<file path="src/rtl/mem_port_arb_if.sv">
// mem_port_arb_if: the IF fetch port, MEM data port, unified memory bus
// and perf counters of mem_port_arb, grouped as one bundle.
// master = arbiter side, slave = pipeline/memory side.
interface mem_port_arb_if;
  logic        if_req;
  logic [31:0] if_addr;
  logic [31:0] if_rdata;
  logic        if_valid;
  logic        if_stall;
  logic        mem_req;
  logic        mem_we;
  logic [3:0]  mem_be;
  logic [31:0] mem_addr;
  logic [31:0] mem_wdata;
  logic [31:0] mem_rdata;
  logic        mem_valid;
  logic        mem_stall;
  logic        bus_req;
  logic        bus_we;
  logic [3:0]  bus_be;
  logic [31:0] bus_addr;
  logic [31:0] bus_wdata;
  logic        bus_gnt;
  logic        bus_rvalid;
  logic [31:0] bus_rdata;
  logic [31:0] perf_conflict_cnt;
  logic [31:0] perf_busy_cnt;

  modport master (
    input  if_req, if_addr, mem_req, mem_we, mem_be, mem_addr, mem_wdata,
           bus_gnt, bus_rvalid, bus_rdata,
    output if_rdata, if_valid, if_stall, mem_rdata, mem_valid, mem_stall,
           bus_req, bus_we, bus_be, bus_addr, bus_wdata,
           perf_conflict_cnt, perf_busy_cnt
  );

  modport slave (
    output if_req, if_addr, mem_req, mem_we, mem_be, mem_addr, mem_wdata,
           bus_gnt, bus_rvalid, bus_rdata,
    input  if_rdata, if_valid, if_stall, mem_rdata, mem_valid, mem_stall,
           bus_req, bus_we, bus_be, bus_addr, bus_wdata,
           perf_conflict_cnt, perf_busy_cnt
  );
endinterface

</file>
<file path="src/rtl/mem_port_arb.sv">
// mem_port_arb: shares one memory bus port between the IF and MEM stages.
// One outstanding transaction (IDLE -> REQ -> RSP), MEM priority with an
// IF starvation guard after STARVE_MAX consecutive contested IF losses.
// Optional macro ARB_PERF_CNT_EN adds contested-arbitration and
// bus-busy counters; without it both perf outputs are tied to zero.
module mem_port_arb #(
  parameter int STARVE_MAX = 4
) (
  input  logic           clk,
  input  logic           rst,
  mem_port_arb_if.master p
);
  typedef enum logic [1:0] {IDLE, REQ, RSP} state_t;

  typedef struct packed {
    logic        owner_mem;
    logic        we;
    logic [3:0]  be;
    logic [31:0] addr;
    logic [31:0] wdata;
  } bus_cmd_t;

  localparam logic [3:0] STARVE_LIM = 4'(STARVE_MAX);

  state_t      state, state_nxt;
  bus_cmd_t    cmd, cmd_nxt;
  logic [3:0]  starve_cnt, starve_nxt;
  logic        if_valid_q, mem_valid_q;
  logic [31:0] if_rdata_q, mem_rdata_q;
  logic        if_elig, mem_elig, rsp_done;

  // A requester completing this cycle is still holding req; it must not be re-granted.
  assign if_elig  = p.if_req  & ~if_valid_q;
  assign mem_elig = p.mem_req & ~mem_valid_q;

  // Next state, arbitration and command capture; cmd only moves on IDLE->REQ.
  always_comb begin
    state_nxt  = state;
    cmd_nxt    = cmd;
    starve_nxt = starve_cnt;
    rsp_done   = 1'b0;
    case (state)
      IDLE: begin
        if (mem_elig && !(if_elig && starve_cnt == STARVE_LIM)) begin
          cmd_nxt   = '{owner_mem: 1'b1, we: p.mem_we, be: p.mem_be,
                        addr: p.mem_addr, wdata: p.mem_wdata};
          state_nxt = REQ;
          if (if_elig && starve_cnt < STARVE_LIM) starve_nxt = starve_cnt + 4'd1;
        end else if (if_elig) begin
          cmd_nxt    = '{owner_mem: 1'b0, we: 1'b0, be: 4'b1111,
                         addr: p.if_addr, wdata: 32'h0};
          state_nxt  = REQ;
          starve_nxt = 4'd0;
        end
      end
      REQ: if (p.bus_gnt) state_nxt = RSP;
      RSP: begin
        if (p.bus_rvalid) begin
          rsp_done  = 1'b1;
          state_nxt = IDLE;
        end
      end
      default: state_nxt = IDLE;
    endcase
  end

  // State, latched command, starvation counter and response return registers.
  always_ff @(posedge clk) begin
    if (rst) begin
      state       <= IDLE;
      cmd         <= '0;
      starve_cnt  <= 4'd0;
      if_valid_q  <= 1'b0;
      mem_valid_q <= 1'b0;
      if_rdata_q  <= 32'h0;
      mem_rdata_q <= 32'h0;
    end else begin
      state       <= state_nxt;
      cmd         <= cmd_nxt;
      starve_cnt  <= starve_nxt;
      if_valid_q  <= rsp_done & ~cmd.owner_mem;
      mem_valid_q <= rsp_done &  cmd.owner_mem;
      if (rsp_done && !cmd.owner_mem) if_rdata_q  <= p.bus_rdata;
      if (rsp_done &&  cmd.owner_mem) mem_rdata_q <= p.bus_rdata;
    end
  end

  assign p.bus_req   = (state == REQ);
  assign p.bus_we    = cmd.we;
  assign p.bus_be    = cmd.be;
  assign p.bus_addr  = cmd.addr;
  assign p.bus_wdata = cmd.wdata;
  assign p.if_valid  = if_valid_q;
  assign p.mem_valid = mem_valid_q;
  assign p.if_rdata  = if_rdata_q;
  assign p.mem_rdata = mem_rdata_q;
  assign p.if_stall  = p.if_req  & ~if_valid_q;
  assign p.mem_stall = p.mem_req & ~mem_valid_q;

`ifdef ARB_PERF_CNT_EN
  logic [31:0] conflict_cnt, busy_cnt;

  // Contested IDLE cycles and non-IDLE cycles; both wrap naturally.
  always_ff @(posedge clk) begin
    if (rst) begin
      conflict_cnt <= 32'h0;
      busy_cnt     <= 32'h0;
    end else begin
      if (state == IDLE && if_elig && mem_elig) conflict_cnt <= conflict_cnt + 32'd1;
      if (state != IDLE) busy_cnt <= busy_cnt + 32'd1;
    end
  end

  assign p.perf_conflict_cnt = conflict_cnt;
  assign p.perf_busy_cnt     = busy_cnt;
`else
  assign p.perf_conflict_cnt = 32'h0;
  assign p.perf_busy_cnt     = 32'h0;
`endif
endmodule

</file>
<file path="src/flat_wrapper.sv">
// flat-port wrapper written by rule: the top's interface ports become plain ports
module mem_port_arb_flat 
#(
  parameter int STARVE_MAX = 4
)
  (clk, rst, p_if_req, p_if_addr, p_mem_req, p_mem_we, p_mem_be, p_mem_addr, p_mem_wdata, p_bus_gnt, p_bus_rvalid, p_bus_rdata, p_if_rdata, p_if_valid, p_if_stall, p_mem_rdata, p_mem_valid, p_mem_stall, p_bus_req, p_bus_we, p_bus_be, p_bus_addr, p_bus_wdata, p_perf_conflict_cnt, p_perf_busy_cnt);
  mem_port_arb_if p_i ();
  input  logic clk;
  input  logic rst;
  input wire logic [$bits(p_i.if_req)-1:0] p_if_req;
  input wire logic [$bits(p_i.if_addr)-1:0] p_if_addr;
  input wire logic [$bits(p_i.mem_req)-1:0] p_mem_req;
  input wire logic [$bits(p_i.mem_we)-1:0] p_mem_we;
  input wire logic [$bits(p_i.mem_be)-1:0] p_mem_be;
  input wire logic [$bits(p_i.mem_addr)-1:0] p_mem_addr;
  input wire logic [$bits(p_i.mem_wdata)-1:0] p_mem_wdata;
  input wire logic [$bits(p_i.bus_gnt)-1:0] p_bus_gnt;
  input wire logic [$bits(p_i.bus_rvalid)-1:0] p_bus_rvalid;
  input wire logic [$bits(p_i.bus_rdata)-1:0] p_bus_rdata;
  output wire logic [$bits(p_i.if_rdata)-1:0] p_if_rdata;
  output wire logic [$bits(p_i.if_valid)-1:0] p_if_valid;
  output wire logic [$bits(p_i.if_stall)-1:0] p_if_stall;
  output wire logic [$bits(p_i.mem_rdata)-1:0] p_mem_rdata;
  output wire logic [$bits(p_i.mem_valid)-1:0] p_mem_valid;
  output wire logic [$bits(p_i.mem_stall)-1:0] p_mem_stall;
  output wire logic [$bits(p_i.bus_req)-1:0] p_bus_req;
  output wire logic [$bits(p_i.bus_we)-1:0] p_bus_we;
  output wire logic [$bits(p_i.bus_be)-1:0] p_bus_be;
  output wire logic [$bits(p_i.bus_addr)-1:0] p_bus_addr;
  output wire logic [$bits(p_i.bus_wdata)-1:0] p_bus_wdata;
  output wire logic [$bits(p_i.perf_conflict_cnt)-1:0] p_perf_conflict_cnt;
  output wire logic [$bits(p_i.perf_busy_cnt)-1:0] p_perf_busy_cnt;
  assign p_i.if_req = p_if_req;
  assign p_i.if_addr = p_if_addr;
  assign p_i.mem_req = p_mem_req;
  assign p_i.mem_we = p_mem_we;
  assign p_i.mem_be = p_mem_be;
  assign p_i.mem_addr = p_mem_addr;
  assign p_i.mem_wdata = p_mem_wdata;
  assign p_i.bus_gnt = p_bus_gnt;
  assign p_i.bus_rvalid = p_bus_rvalid;
  assign p_i.bus_rdata = p_bus_rdata;
  assign p_if_rdata = p_i.if_rdata;
  assign p_if_valid = p_i.if_valid;
  assign p_if_stall = p_i.if_stall;
  assign p_mem_rdata = p_i.mem_rdata;
  assign p_mem_valid = p_i.mem_valid;
  assign p_mem_stall = p_i.mem_stall;
  assign p_bus_req = p_i.bus_req;
  assign p_bus_we = p_i.bus_we;
  assign p_bus_be = p_i.bus_be;
  assign p_bus_addr = p_i.bus_addr;
  assign p_bus_wdata = p_i.bus_wdata;
  assign p_perf_conflict_cnt = p_i.perf_conflict_cnt;
  assign p_perf_busy_cnt = p_i.perf_busy_cnt;
  mem_port_arb #(.STARVE_MAX(STARVE_MAX)) u_core (.clk(clk), .rst(rst), .p(p_i));
endmodule
</file>
<file path="config.mk">
export PLATFORM = sky130hd
export DESIGN_NAME = mem_port_arb_flat
export DESIGN_NICKNAME = d
export VERILOG_FILES = /design/src/rtl/mem_port_arb_if.sv /design/src/rtl/mem_port_arb.sv /design/src/flat_wrapper.sv
export SDC_FILE = /design/constraint.sdc
export NUM_CORES = 1
export LEC_CHECK = 0
export CAP_MARGIN = 30
export CORE_AREA = 5 5 128 130
export CTS_CLUSTER_SIZE = 10
export DETAILED_ROUTE_END_ITERATION = 16
export DIE_AREA = 0 0 133 135
export DONT_BUFFER_PORTS = 1
export PLACE_DENSITY = 0.57
export SLEW_MARGIN = 15
export SYNTH_ARGS = -nofsm -noshare
export SYNTH_HDL_FRONTEND = slang
export SYNTH_SLANG_ARGS = --single-unit
</file>
<file path="constraint.sdc">
create_clock -name clk -period 3.5 [get_ports clk]
set_input_delay 0.7 -clock clk [delete_from_list [all_inputs] [get_ports clk]]
set_output_delay 0.7 -clock clk [all_outputs]
set_load 0.005 [all_outputs]
</file>
==> impl_results.md <==
- Status: finished, final reports clean
- CTS clk-pin slew, worst paths: 0.06 ns
- Hold Crit Start: rst
- DRT iter0 DRCs: 157
- Worst r2r src: u_core.p.mem_valid
- Residual DRC: 0
- TritonRoute pass-1 iters: 4
- Power per cell area: 583 nW/um^2
- Hold Violations, Final: 0
- Initial antenna violation count: 0
- Gr usage total: 0.169
- Setup TNS: 0 ns
- Port buffer count: 0
- XOR/XNOR Fraction of Synth Area: 0
- Relative slew slack: 0.408
- Rows: 45
- Die X-Extent: 133 um
- Root Buffer: clkbuf_16
- Detailed-placement wirelength estimate: 11500 um
- Post-Syn Instances: 771
- Die H: 135 um
- TritonCTS Sinks: 142
- Hold Path Class: in -> reg
- Final cell count without fillers: 878
- Required time of the critical path: 3.80 ns
- CP Data Arrival Time: 2.57 ns
- Setup crit start: u_core.p.mem_valid
- Yosys reg bits: 142
- Peak VDD IR: 0.290 mV
- Final critical-path required period: 2.26 ns
- WL/cell: 18.4 um
- Commonest non-fill, non-tap cell in the layout: nand2_1
- Post-route cell area: 6400 sq um
- Total gr overflow: 0
- Worst skew pair latency: 0.40 ns
- Post-DP Area: 5850 sq um
- DR vias: 4585
- # setup viols final: 0
- CORE AREA: 15000 sq um
- Tcrit/Tclk final: 0.646
- Netlist cell types: 39
- FMAX: 442 MHz
- Total CTS buffers: 17
- Die Area: 18000 sq um
- Worst Tran Pin Value: 0.886 ns
- Yosys warns: 0
- P&R area growth vs syn: -2.80%
- Buffer depth of the longest clock path: 2
- Max-slew violations: 0
- Compound-gate portion of the synthesized area: 0.196
- First-pass GRT wire length: 24400 um
- Final worst setup slack: 1.24 ns
- # hold bufs at CTS: 0
- Via/cell ratio: 5.22
- TritonCTS clock tree: done
- Crit-path max FO: 27
- Antenna Nets Post-Route: 0
- Largest family of logic cells by synthesized area: buffers and inverters
- Largest net degree at the start of global routing: 142
- Final worst clock skew: 0.00705 ns
- Avg Inst Size Synth: 8.53 sq um
- Number of global-route vias before repair: 4415
- Worst-path cell chain: nand2b_1, inv_2, o21ai_4, buf_4, a21oi_1, a211oi_1
- Initial core utilization: 0.438
- Setup Crit Path Kind: reg -> reg
- IO Count: 341
- CP max-delay cell: o21ai_4
- Final #Nets: 819
- Mux contribution to synthesized area: 0.00171
- Post-synthesis simple-gate area fraction: 0.169
- Crit end category: register
- Setup Fix Bufs, Post-CTS: 0
- Share of layout cells above drive strength 1: 0.170
- Antenna cells: 0
- Crit path largest cell delay: 0.44 ns
- Most frequent cells in the layout: 161 x nand2_1, 142 x dfxtp_1, 97 x a21oi_1, 64 x conb_1, 48 x nor2_1
- CP Launch Type: register
- Final Hold Slack: 0.374 ns
- Adder-Cell Fraction of Synth Area: 0.00380
- Max Cap Viol: 0
- Pre-CTS setup slack: 0.964 ns
- Total Wirelength: 16200 um
- Pleak: 2.31 nW
- RSZ-0062 raised after global routing: no
- Placed Cells: 846
- Post-CTS resize count: 0
- H-Tree Depth: 4
- Mapped Area: 6580 sq um
- GPL Wtd Cong: 0.808
- Sequential fraction of the synthesis area: 0.432
## stage by stage
step | util | power [mW]
after floorplan | - | 2.25
after global placement | 0.389 | 2.12
after detailed placement | 0.389 | 2.14
after CTS | 0.424 | 3.78
after global routing | 0.425 | 3.90
final | 0.425 | 3.73
## synth_stat cells
library cell	instances	share of area
nor2_1	50	0.029
nor2b_1	2	0.0019
inv_2	1	0.00057
o211ai_1	1	0.0011
a211oi_2	10	0.019
nand3b_1	1	0.0011
inv_1	4	0.0023
a211oi_4	1	0.0030
o311a_1	1	0.0015
buf_6	5	0.0086
ha_1	2	0.0038
a22oi_1	4	0.0046
o21ai_1	1	0.00076
conb_1	1	0.00057
or2_1	1	0.00095
a211oi_1	22	0.025
and2_1	1	0.00095
or2_2	1	0.00095
buf_4	143	0.16
nand2b_1	3	0.0029
dfxtp_1	142	0.43
a21oi_2	1	0.0013
nor4b_1	1	0.0013
and2b_2	1	0.0013
o21ai_0	1	0.00076
nand2_1	161	0.092
a21oi_1	97	0.074
mux2_2	1	0.0017
a21o_1	1	0.0011
a32oi_1	1	0.0013
a21oi_4	2	0.0049
clkbuf_1	26	0.015
nor3_1	9	0.0068
nor2_2	30	0.029
and4bb_2	1	0.0019
a22o_1	1	0.0013
a31oi_1	1	0.00095
buf_2	10	0.0076
a22oi_2	29	0.055
## final timing paths
kind | to | depth (start not counted) | slack (ns)
min reg2reg | u_core.p.if_rdata[5] | 2 | 0.48
max reg2reg | u_core.p.bus_addr[3] | 6 | 1.24
min | u_core.p.bus_addr[14] | 1 | 0.37
max | u_core.p.bus_addr[3] | 6 | 1.24
## registers in the layout, indices dropped and copies added (netlist names)
signal / cells
u_core.cmd: 1
u_core.p.bus_addr: 32
u_core.p.bus_be: 4
u_core.p.bus_wdata: 32
u_core.p.bus_we: 1
u_core.p.if_rdata: 32
u_core.p.if_valid: 1
u_core.p.mem_rdata: 32
u_core.p.mem_valid: 1
u_core.starve_cnt: 4
u_core.state: 2
## critical path, delay by kind of cell, from the launching register on
family / cells / cell delay, ns
compound gates: 3 / 0.80
buf+inv: 2 / 0.55
simple gates: 1 / 0.43
flops: 1 / 0.37
## cell families after synthesis
logic type	Yosys count
AND/OR/NAND/NOR	262
flip-flops	142
buffers and inverters	189
AO/OA/AOI/OAI	174
other	1
adder cells (fa/ha/maj)	2
multiplexers	1
## power breakdown
part | internal, mW | switching [mW]
registers | 1.70 | 0.0758
logic | 0.121 | 0.209
clock network | 0.973 | 0.648
total | 2.80 | 0.933
## routing by layer
| layer | share of wire | GRT usage |
|---|---|---|
| met5 | 0 | 0 |
| met4 | 0.016 | 0.0560 |
| met3 | 0.12 | 0.0846 |
| met2 | 0.49 | 0.281 |
| met1 | 0.38 | 0.188 |
## cell type report
class | instances | area [sq um]
fill | 1496 | 8640
timing repair buffer | 9 | 75.1
tap | 188 | 235
multi-input combinational | 503 | 2690
clock inverter | 6 | 35.0
sequential | 142 | 2840
clock buffer | 25 | 495
inverter | 5 | 18.8
Note: power is estimated with default switching activity, not from simulation.
